### config.mk
export PLATFORM = sky130hd
export DESIGN_NAME = ex_mem_reg_flat
export DESIGN_NICKNAME = d
export VERILOG_FILES = /design/src/rtl/ex_mem_reg_if.sv /design/src/rtl/ex_mem_reg.sv /design/src/flat_wrapper.sv
export SDC_FILE = /design/constraint.sdc
export NUM_CORES = 1
export LEC_CHECK = 0
export CAP_MARGIN = 10
export CORE_MARGIN = 2
export CORE_UTILIZATION = 50
export DETAILED_ROUTE_END_ITERATION = 10
export DONT_BUFFER_PORTS = 1
export GPL_ROUTABILITY_DRIVEN = 0
export HOLD_SLACK_MARGIN = 0.1
export PLACE_DENSITY_LB_ADDON = 0.3
export SKIP_CTS_REPAIR_TIMING = 1
export SLEW_MARGIN = 20
export SYNTH_ARGS = -nofsm -noshare
export SYNTH_HDL_FRONTEND = slang
export SYNTH_SLANG_ARGS = --single-unit
export TNS_END_PERCENT = 5
### constraint.sdc
create_clock -name clk -period 5.6 [get_ports clk]
set_input_delay 0.84 -clock clk [delete_from_list [all_inputs] [get_ports clk]]
set_output_delay 0.84 -clock clk [all_outputs]
set_load 0.02 [all_outputs]
### src/rtl/ex_mem_reg_if.sv
// Interface between the ID/EX register, the execute stage and the memory stage.
// The slave modport is the execute stage; the master modport is its environment.
interface ex_mem_reg_if #(
  parameter int DATA_WIDTH = 32,
  parameter int ADDR_WIDTH = 4
);
  logic                  in_valid;
  logic                  in_ready;
  logic                  flush;
  logic                  reg_write_enable_in;
  logic                  mem_write_enable_in;
  logic                  mem_to_reg_select_in;
  logic                  alu_src_select_in;
  logic [1:0]            alu_control_in;
  logic                  flag_write_in;
  logic [DATA_WIDTH-1:0] src_a_in;
  logic [DATA_WIDTH-1:0] src_b_in;
  logic [DATA_WIDTH-1:0] ext_imm_in;
  logic [DATA_WIDTH-1:0] store_data_in;
  logic [ADDR_WIDTH-1:0] write_addr_in;

  logic                  out_valid;
  logic                  out_ready;
  logic                  reg_write_enable_out;
  logic                  mem_write_enable_out;
  logic                  mem_to_reg_select_out;
  logic [DATA_WIDTH-1:0] alu_result_out;
  logic [DATA_WIDTH-1:0] store_data_out;
  logic [ADDR_WIDTH-1:0] write_addr_out;
  logic [3:0]            flags_out;

  modport slave (
    input  in_valid, flush, reg_write_enable_in, mem_write_enable_in,
           mem_to_reg_select_in, alu_src_select_in, alu_control_in,
           flag_write_in, src_a_in, src_b_in, ext_imm_in, store_data_in,
           write_addr_in, out_ready,
    output in_ready, out_valid, reg_write_enable_out, mem_write_enable_out,
           mem_to_reg_select_out, alu_result_out, store_data_out,
           write_addr_out, flags_out
  );

  modport master (
    output in_valid, flush, reg_write_enable_in, mem_write_enable_in,
           mem_to_reg_select_in, alu_src_select_in, alu_control_in,
           flag_write_in, src_a_in, src_b_in, ext_imm_in, store_data_in,
           write_addr_in, out_ready,
    input  in_ready, out_valid, reg_write_enable_out, mem_write_enable_out,
           mem_to_reg_select_out, alu_result_out, store_data_out,
           write_addr_out, flags_out
  );
endinterface

### src/rtl/ex_mem_reg.sv
// Execute stage: ALU on the ID/EX entry, EX/MEM register with a 2-entry skid
// buffer and the architectural NZCV register updated on retire.
//
// state    | meaning
// ST_EMPTY | no entry held, out_valid=0
// ST_ONE   | main register valid
// ST_TWO   | main and skid valid, in_ready=0
module ex_mem_reg #(
  parameter int DATA_WIDTH = 32,
  parameter int ADDR_WIDTH = 4
) (
  input logic          clk,
  input logic          reset,
  ex_mem_reg_if.slave  bus
);

  typedef enum logic [1:0] {ST_EMPTY, ST_ONE, ST_TWO} state_t;

  typedef struct packed {
    logic                  reg_we;
    logic                  mem_we;
    logic                  m2r;
    logic                  fw;
    logic [3:0]            flags;
    logic [DATA_WIDTH-1:0] result;
    logic [DATA_WIDTH-1:0] store;
    logic [ADDR_WIDTH-1:0] waddr;
  } entry_t;

  state_t state_q, state_d;
  entry_t main_q, skid_q, new_e;
  logic [3:0] flags_q;
  logic in_ready_q;
  logic out_valid;
  logic accept, retire;

  logic [DATA_WIDTH-1:0] b_op, b_eff, res;
  logic [DATA_WIDTH:0]   sum;
  logic                  is_sub, c_f, v_f;

  always_comb begin
    b_op   = bus.alu_src_select_in ? bus.ext_imm_in : bus.src_b_in;
    is_sub = (bus.alu_control_in == 2'b01);
    b_eff  = is_sub ? ~b_op : b_op;
    // Single adder serves ADD and SUB; carry-in of 1 completes a + ~b + 1.
    sum    = {1'b0, bus.src_a_in} + {1'b0, b_eff} + {{DATA_WIDTH{1'b0}}, is_sub};
    c_f    = flags_q[1];
    v_f    = flags_q[0];
    res    = sum[DATA_WIDTH-1:0];
    case (bus.alu_control_in)
      2'b00, 2'b01: begin
        c_f = sum[DATA_WIDTH];
        v_f = (bus.src_a_in[DATA_WIDTH-1] == b_eff[DATA_WIDTH-1]) &&
              (res[DATA_WIDTH-1] != bus.src_a_in[DATA_WIDTH-1]);
      end
      2'b10:   res = bus.src_a_in & b_op;
      default: res = bus.src_a_in | b_op;
    endcase

    new_e.reg_we = bus.reg_write_enable_in;
    new_e.mem_we = bus.mem_write_enable_in;
    new_e.m2r    = bus.mem_to_reg_select_in;
    new_e.fw     = bus.flag_write_in;
    new_e.flags  = {res[DATA_WIDTH-1], (res == '0), c_f, v_f};
    new_e.result = res;
    new_e.store  = bus.store_data_in;
    new_e.waddr  = bus.write_addr_in;
  end

  assign out_valid = (state_q != ST_EMPTY);
  assign accept    = bus.in_valid && in_ready_q && !bus.flush;
  assign retire    = out_valid && bus.out_ready && !bus.flush;

  always_comb begin
    state_d = state_q;
    if (bus.flush) begin
      state_d = ST_EMPTY;
    end else begin
      case (state_q)
        ST_EMPTY: if (accept) state_d = ST_ONE;
        ST_ONE: begin
          if (accept && !retire)      state_d = ST_TWO;
          else if (!accept && retire) state_d = ST_EMPTY;
        end
        ST_TWO:  if (retire) state_d = ST_ONE;
        default: state_d = ST_EMPTY;
      endcase
    end
  end

  always_ff @(posedge clk or negedge reset) begin
    if (!reset) begin
      state_q    <= ST_EMPTY;
      main_q     <= '0;
      skid_q     <= '0;
      flags_q    <= 4'b0000;
      in_ready_q <= 1'b0;
    end else begin
      state_q    <= state_d;
      in_ready_q <= (state_d != ST_TWO);
      if (retire && main_q.fw) flags_q <= main_q.flags;
      case (state_q)
        ST_EMPTY: if (accept) main_q <= new_e;
        ST_ONE: begin
          if (accept && retire) main_q <= new_e;
          else if (accept)      skid_q <= new_e;
        end
        ST_TWO:  if (retire) main_q <= skid_q;
        default: ;
      endcase
    end
  end

  assign bus.in_ready              = in_ready_q;
  assign bus.out_valid             = out_valid;
  assign bus.reg_write_enable_out  = main_q.reg_we && out_valid;
  assign bus.mem_write_enable_out  = main_q.mem_we && out_valid;
  assign bus.mem_to_reg_select_out = main_q.m2r;
  assign bus.alu_result_out        = main_q.result;
  assign bus.store_data_out        = main_q.store;
  assign bus.write_addr_out        = main_q.waddr;
  assign bus.flags_out             = flags_q;

endmodule

### src/flat_wrapper.sv
// flat-port wrapper written by rule: the top's interface ports become plain ports
module ex_mem_reg_flat 
#(
  parameter int DATA_WIDTH = 32,
  parameter int ADDR_WIDTH = 4
)
  (clk, reset, bus_in_valid, bus_flush, bus_reg_write_enable_in, bus_mem_write_enable_in, bus_mem_to_reg_select_in, bus_alu_src_select_in, bus_alu_control_in, bus_flag_write_in, bus_src_a_in, bus_src_b_in, bus_ext_imm_in, bus_store_data_in, bus_write_addr_in, bus_out_ready, bus_in_ready, bus_out_valid, bus_reg_write_enable_out, bus_mem_write_enable_out, bus_mem_to_reg_select_out, bus_alu_result_out, bus_store_data_out, bus_write_addr_out, bus_flags_out);
  ex_mem_reg_if #(.DATA_WIDTH(DATA_WIDTH), .ADDR_WIDTH(ADDR_WIDTH)) bus_i ();
  input logic clk;
  input logic reset;
  input wire logic [$bits(bus_i.in_valid)-1:0] bus_in_valid;
  input wire logic [$bits(bus_i.flush)-1:0] bus_flush;
  input wire logic [$bits(bus_i.reg_write_enable_in)-1:0] bus_reg_write_enable_in;
  input wire logic [$bits(bus_i.mem_write_enable_in)-1:0] bus_mem_write_enable_in;
  input wire logic [$bits(bus_i.mem_to_reg_select_in)-1:0] bus_mem_to_reg_select_in;
  input wire logic [$bits(bus_i.alu_src_select_in)-1:0] bus_alu_src_select_in;
  input wire logic [$bits(bus_i.alu_control_in)-1:0] bus_alu_control_in;
  input wire logic [$bits(bus_i.flag_write_in)-1:0] bus_flag_write_in;
  input wire logic [$bits(bus_i.src_a_in)-1:0] bus_src_a_in;
  input wire logic [$bits(bus_i.src_b_in)-1:0] bus_src_b_in;
  input wire logic [$bits(bus_i.ext_imm_in)-1:0] bus_ext_imm_in;
  input wire logic [$bits(bus_i.store_data_in)-1:0] bus_store_data_in;
  input wire logic [$bits(bus_i.write_addr_in)-1:0] bus_write_addr_in;
  input wire logic [$bits(bus_i.out_ready)-1:0] bus_out_ready;
  output wire logic [$bits(bus_i.in_ready)-1:0] bus_in_ready;
  output wire logic [$bits(bus_i.out_valid)-1:0] bus_out_valid;
  output wire logic [$bits(bus_i.reg_write_enable_out)-1:0] bus_reg_write_enable_out;
  output wire logic [$bits(bus_i.mem_write_enable_out)-1:0] bus_mem_write_enable_out;
  output wire logic [$bits(bus_i.mem_to_reg_select_out)-1:0] bus_mem_to_reg_select_out;
  output wire logic [$bits(bus_i.alu_result_out)-1:0] bus_alu_result_out;
  output wire logic [$bits(bus_i.store_data_out)-1:0] bus_store_data_out;
  output wire logic [$bits(bus_i.write_addr_out)-1:0] bus_write_addr_out;
  output wire logic [$bits(bus_i.flags_out)-1:0] bus_flags_out;
  assign bus_i.in_valid = bus_in_valid;
  assign bus_i.flush = bus_flush;
  assign bus_i.reg_write_enable_in = bus_reg_write_enable_in;
  assign bus_i.mem_write_enable_in = bus_mem_write_enable_in;
  assign bus_i.mem_to_reg_select_in = bus_mem_to_reg_select_in;
  assign bus_i.alu_src_select_in = bus_alu_src_select_in;
  assign bus_i.alu_control_in = bus_alu_control_in;
  assign bus_i.flag_write_in = bus_flag_write_in;
  assign bus_i.src_a_in = bus_src_a_in;
  assign bus_i.src_b_in = bus_src_b_in;
  assign bus_i.ext_imm_in = bus_ext_imm_in;
  assign bus_i.store_data_in = bus_store_data_in;
  assign bus_i.write_addr_in = bus_write_addr_in;
  assign bus_i.out_ready = bus_out_ready;
  assign bus_in_ready = bus_i.in_ready;
  assign bus_out_valid = bus_i.out_valid;
  assign bus_reg_write_enable_out = bus_i.reg_write_enable_out;
  assign bus_mem_write_enable_out = bus_i.mem_write_enable_out;
  assign bus_mem_to_reg_select_out = bus_i.mem_to_reg_select_out;
  assign bus_alu_result_out = bus_i.alu_result_out;
  assign bus_store_data_out = bus_i.store_data_out;
  assign bus_write_addr_out = bus_i.write_addr_out;
  assign bus_flags_out = bus_i.flags_out;
  ex_mem_reg #(.DATA_WIDTH(DATA_WIDTH), .ADDR_WIDTH(ADDR_WIDTH)) u_core (.clk(clk), .reset(reset), .bus(bus_i));
endmodule
==> results of run 1 <==
-- per-stage QoR --
step / power [mW] / cell area, um2 / cells / util
floorplan: 2.69 / 10600 / 1204 / -
global placement: 2.76 / 10300 / 1354 / 0.492
detailed placement: 2.80 / 10300 / 1354 / 0.492
CTS: 3.91 / 10800 / 1386 / 0.519
global route: 4.12 / 10900 / 1389 / 0.521
finish: 3.89 / 10900 / 1389 / 0.521
-- sequential cells by signal (all words and copies together), names as in the netlist --
register	cells
u_core.bus.alu_result_out	32
u_core.bus.flags_out	4
u_core.bus.in_ready	1
u_core.bus.mem_to_reg_select_out	1
u_core.bus.store_data_out	32
u_core.bus.write_addr_out	4
u_core.main_q	6
u_core.skid_q	75
u_core.state_q	2
-- per-layer routing --
layer / vias to the layer above / global-route usage
met2: 320 / 0.360
met4: 0 / 0.0752
met3: 33 / 0.0604
met5: - / 0
met1: 3755 / 0.315
li1: 3965 / -
-- kinds of logic after synthesis --
logic type | Yosys count
flip-flops | 157
buffers and inverters | 169
XOR/XNOR | 47
AO/OA/AOI/OAI | 291
adder cells (fa/ha/maj) | 50
multiplexers | 114
AND/OR/NAND/NOR | 376
-- worst paths after layout --
kind | from | to | slack, ns | cells after the start
worst max-delay path | bus_alu_control_in[0] | u_core.skid_q[70] | 1.58 | 15
worst min-delay path | reset | u_core.bus.alu_result_out[17] | 0.12 | 0
worst max register to register | u_core.bus.in_ready | u_core.bus.store_data_out[3] | 3.15 | 7
worst min register to register | u_core.skid_q[68] | u_core.skid_q[68] | 0.48 | 2
max in group asynchronous | reset | u_core.skid_q[5] | 4.62 | 1
min in group clk | u_core.skid_q[68] | u_core.skid_q[68] | 0.48 | 2
-- where the power goes --
part | switching (mW) | total (mW) | internal [mW]
logic | 0.555 | 1.01 | 0.457
clock network | 0.504 | 1.10 | 0.596
registers | 0.340 | 1.77 | 1.43
-- cells in the mapped netlist (9+ instances only) --
master	number	share of area
nor3_1	15	0.0071
ha_1	36	0.043
xor2_1	13	0.011
maj3_1	13	0.012
dfrtp_1	157	0.37
nor2_1	95	0.034
inv_1	35	0.012
buf_1	9	0.0032
nor2b_1	9	0.0053
mux2_2	71	0.076
o21ai_0	87	0.041
a31oi_1	51	0.030
a21o_1	11	0.0078
buf_4	68	0.048
nand4_1	11	0.0065
a21oi_1	66	0.031
clkbuf_1	49	0.017
xnor2_1	34	0.028
nand3_1	11	0.0052
mux2i_1	40	0.038
nand2_1	187	0.066
-- layout make-up --
class,count,area [um2],share of cell area
Inverter,35,131,0.0121
Clock buffer,18,439,0.0404
Timing Repair Buffer,12,110,0.0101
Tap cell,275,344,0.0316
Multi-Input combinational cell,878,5790,0.533
Clock inverter,14,126,0.0116
Sequential cell,157,3930,0.361
==> out/summary.txt, run 1 <==
I/O pin cnt - 221
Antenna diode count - 0
Arrival time worst endpoint - 4.36 ns
VDD IR max - 0.000226 V
PwrDens - 358 mW/mm2
Area growth from synthesis to layout - 2.75%
Fraction of registers with async set/reset - 1.00
Actual slew at the worst max-slew pin - 0.935 ns
Worst setup EP type - flip-flop
Residual DRC count - 0
Share of cells above drive strength 1 - 0.118
Wire per inst - 18.7 um
Synth Area in XOR/XNOR - 0.0389
Max Cap Viol - 0
Simple logic cell fraction of the synthesized area - 0.158
Ys flop type - dfrtp_1
Starting DRT DRC Count - 469
Antenna-violating nets left - 0
Largest net degree at the start of global routing - 158
Total clock sinks - 157
Post-synthesis compound-gate area fraction - 0.171
DRT Pass-1 Iters - 5
Register bit total from synthesis - 157
Clock Pin Slew Worst Setup and Hold Paths - 0.07 ns
Slew margin rel. - 0.377
Mux cell area share after synthesis - 0.118
Vias in the first global route - 7562
Critical path buffer and inverter count - 2
Root buffer cell - clkbuf_16
Endpoints failing setup - 0
Antenna violations before repair - 0
Synth Instances - 1204
Delay-heaviest family, CP - simple AND/OR/NAND/NOR gates
Final hold violations - 0
Mean post-synth cell area - 8.79 um2
Tmin final - 4.02 ns
Combinational family with the most area after synthesis - compound AO/OA/AOI/OAI gates
Fin crit share - 0.718
DR top layer - met4
Register area share after synthesis - 0.371
CTS tree - built
Adder-cell share of the synthesized area - 0.0568
Starting Density - 0.507
Max Fclk - 249 MHz
Commonest non-fill, non-tap cell in the layout - nand2_1
CTS Buf Count - 17
M1 wire length - 11.4 mm
Via count - 8073
First-pass GRT wire length - 40.8 mm
Critical path peak fanout - 26
Die Span Y - 149 um
Slowest cell delay on critical path - 0.57 ns
Die Footprint - 0.0223 mm2
Count of final max-slew check failures - 0
Crit path kind - input pin to flip-flop
Worst setup margin - 1.58 ns
Row cnt - 53
Met3 wire length - 2.42 mm
Nets - 1282
Core area - 0.0209 mm2
Net count after synthesis - 1385
Tot GR Track Use - 0.232
Synth Cell Area - 0.0106 mm2
Critical Path Start Type - input pin
H-tree lvl count - 4
Chip Width - 149 um
Post-synth EDFFs - 0
HP Class - input pin to async pin
Clk_skew - 0.00629 ns
Setup TNS - 0 ns
Post-synth cell types - 69
Crit-path slowest cell - or4_1
Most frequent cells in the layout - nand2_1 (186), dfrtp_1 (157), nor2_1 (94), o21ai_0 (87), mux2_2 (71)
CTS Buffer Depth - 2
Dpl ws - 1.16 ns
Fill count - 1943
Clk Latency, worst-skew pair - 0.42 ns
Crit-path cells - inv_1 > nor2_4 > buf_12 > xnor2_1 > ha_1 > nand4_1 > or4_1 > a211oi_2 > nor3b_1 > o311ai_1 > xnor2_1 > o22ai_2 > nor4b_2 > nand4_1 > o21ai_1
Hold slack final - 0.119 ns
WP data required - 5.94 ns
IO Port Bufs - 0
Warnings, synthesis - 0
RSZ-0062 raised after global routing - false
Via density - 5.81
LEAKAGE - 4.78 nW
DP HPWL - 18.5 mm
Overflow after GRT - 0
WL met2 - 11.7 mm
Drt total wl - 25.9 mm
Outcome - finished clean
Power figures use the tool's default switching activity.
==> run 2, diff against run 1 <==
Clock period 5.6 ns to 3.85 ns, I/O delays scaled along.
==> out/summary.txt, run 2 (synthesized netlist as in run 1, its figures left out) <==
Antenna diode count - 0 (unchanged)
Clk_skew - 0.00844 ns (was 0.00629 ns)
CTS tree - built (unchanged)
Antenna violations before repair - 0 (unchanged)
Sequential Power Share - 0.443 (was 0.456)
Comb power frac - 0.275 (was 0.260)
Post-route design area - 0.0112 mm2 (was 0.0109 mm2)
Wire per inst - 18.2 um (was 18.7 um)
DRT Pass-1 Iters - 5 (unchanged)
Failing checks - negative hold slack
Chip Width - 149 um (unchanged)
Largest net degree at the start of global routing - 158 (unchanged)
Via count - 8332 (was 8073)
Reg with most FFs - u_core.skid_q (unchanged)
Drt total wl - 26.1 mm (was 25.9 mm)
Crit path kind - input pin to flip-flop (unchanged)
Max Cap Viol - 0 (unchanged)
Crit-path cells - inv_1 > nor2_4 > buf_12 > xnor2_1 > ha_1 > buf_4 > o21ai_0 > a21oi_1 > a21boi_0 > buf_4 > nor4bb_1 > or3_1 > o31a_1 > nand4_1 > nor4_1 > nand4_1 > o21ai_1 (was inv_1 > nor2_4 > buf_12 > xnor2_1 > ha_1 > nand4_1 > or4_1 > a211oi_2 > nor3b_1 > o311ai_1 > xnor2_1 > o22ai_2 > nor4b_2 > nand4_1 > o21ai_1)
Placed Area - 0.0107 mm2 (was 0.0103 mm2)
Critical path peak fanout - 19 (was 26)
Fin crit share - 0.908
Nets - 1327 (was 1282)
WL met2 - 12.0 mm (was 11.7 mm)
Crit-path slowest cell - nor4_1 (was or4_1)
Count of final max-slew check failures - 0 (unchanged)
Die Span Y - 149 um (unchanged)
Endpoints failing setup - 0 (unchanged)
Max reg flops - 75 (unchanged)
Area growth from synthesis to layout - 6.30% (was 2.75%)
Residual DRC count - 0 (unchanged)
Tot GR Track Use - 0.232 (about the same)
WP data required - 4.19 ns (was 5.94 ns)
Non-filler cells, final - 1434 (was 1389)
Met3 wire length - 2.34 mm (was 2.42 mm)
Most frequent cells in the layout - nand2_1 (184), dfrtp_1 (157), nor2_1 (94), o21ai_0 (87), mux2_2 (71) (was nand2_1 (186), dfrtp_1 (157), nor2_1 (94), o21ai_0 (87), mux2_2 (71))
H-tree lvl count - 4 (unchanged)
Clock Pin Slew Worst Setup and Hold Paths - 0.07 ns (about the same)
CTS Buffer Depth - 2 (unchanged)
Hold slack final - -0.147 ns (was 0.119 ns)
Placed instance count - 1402 (was 1354)
Root buffer cell - clkbuf_16 (unchanged)
PwrDens - 517 mW/mm2 (was 358 mW/mm2)
Share of cells above drive strength 1 - 0.160 (was 0.118)
Dpl ws - -0.0167 ns (was 1.16 ns)
Worst setup margin - 0.352 ns (was 1.58 ns)
Total power - 5.82 mW (was 3.89 mW)
DR top layer - met4 (unchanged)
Psw - 2.08 mW (was 1.40 mW)
Core area - 0.0209 mm2 (unchanged)
First-pass GRT wire length - 40.9 mm (was 40.8 mm)
Internal power - 3.74 mW (was 2.49 mW)
CTS Buf Count - 17 (unchanged)
RSZ-0062 raised after global routing - false (unchanged)
Overflow after GRT - 0 (unchanged)
Final hold violations - 157 (was 0)
Clk Latency, worst-skew pair - 0.43 ns (was 0.42 ns)
Crit path launch - bus_alu_control_in[0] (unchanged)
R2R setup slack - 1.31 ns (was 3.15 ns)
LEAKAGE - 5.02 nW (was 4.78 nW)
Row cnt - 53 (unchanged)
Critical Path Start Type - input pin (unchanged)
Switching part of the total - 0.358 (was 0.360)
DP HPWL - 19.1 mm (was 18.5 mm)
Actual slew at the worst max-slew pin - 0.956 ns (was 0.935 ns)
Via density - 5.81 (about the same)
Vias in the first global route - 7757 (was 7562)
Tmin final - 3.50 ns
M1 wire length - 11.3 mm (was 11.4 mm)
R2r startpoint - u_core.bus.in_ready (unchanged)
Commonest non-fill, non-tap cell in the layout - nand2_1 (unchanged)
Outcome - complete, but fails checks (was finished clean)
Antenna-violating nets left - 0 (unchanged)
Starting DRT DRC Count - 552 (was 469)
Total clock sinks - 157 (unchanged)
Max Fclk - 286 MHz
Die Footprint - 0.0223 mm2 (unchanged)
Arrival time worst endpoint - 3.84 ns (was 4.36 ns)
Starting Density - 0.507 (unchanged)
VDD IR max - 0.000289 V (was 0.000226 V)
Clock power share - 0.282 (was 0.283)
Slew margin rel. - 0.362 (was 0.377)
HP Class - input pin to async pin (unchanged)
I/O pin cnt - 221 (unchanged)
Slowest cell delay on critical path - 0.30 ns (was 0.57 ns)
Setup TNS - 0 ns (unchanged)
Worst setup EP type - flip-flop (unchanged)
IO Port Bufs - 0 (unchanged)
run 2: cell types whose count changed in the layout (fill, tap and decap cells not counted), sizes merged:
cell | previous run | this run
clkinvlp | 2 | 1
buf | 9 | 57
clkinv | 5 | 6
dlygate4sd3 | 3 | 0
run 2: worst paths after layout:
check	endpoint	cells past startpoint
min	u_core.bus.store_data_out[0]	0
max reg2reg	u_core.bus.store_data_out[2]	7
min reg2reg	u_core.skid_q[68]	2
max	u_core.skid_q[70]	17
min in group clk	u_core.state_q[0]	1
max in group asynchronous	u_core.bus.alu_result_out[21]	0
run 2: critical path: cells and delay by family:
family,cells,cell delay (ns)
compound gates,5,0.93
xor+xnor,1,0.14
fa+ha+maj,1,0.29
buf+inv,4,0.59
simple gates,6,1.28
run 2: layout make-up:
cell class / count / area [um2]
Timing Repair Buffer: 57 / 440
Clock inverter: 14 / 149
Inverter: 35 / 131
Clock buffer: 18 / 439
Multi-Input combinational cell: 878 / 5820
Sequential cell: 157 / 3930
Fill cell: 1899 / 9640
Tap cell: 275 / 344
run 2: metal layers:
metal	track usage	up-vias
met5	0	-
met2	0.362	301
met3	0.0649	34
met4	0.0667	0
met1	0.316	3933
li1	-	4064
run 2: through the flow:
step,utilization,hold WS [ns]
after floorplan,-,0.282
after global placement,0.510,0.287
final,0.538,-0.147
after detailed placement,0.510,0.287
after CTS,0.538,-0.168
after global routing,0.538,-0.172
run 2: power by group through the flow:
| stage | Combinational [mW] | Sequential (mW) | Clock (mW) |
|---|---|---|---|
| 2_1_floorplan | 1.64 | 2.30 | 0 |
| 3_3_place_gp | 1.55 | 2.60 | 0 |
| 3_5_place_dp | 1.59 | 2.62 | 0 |
| 4_1_cts | 1.59 | 2.58 | 1.67 |
| 5_1_grt | 1.78 | 2.64 | 1.76 |
| 6_report | 1.60 | 2.58 | 1.64 |
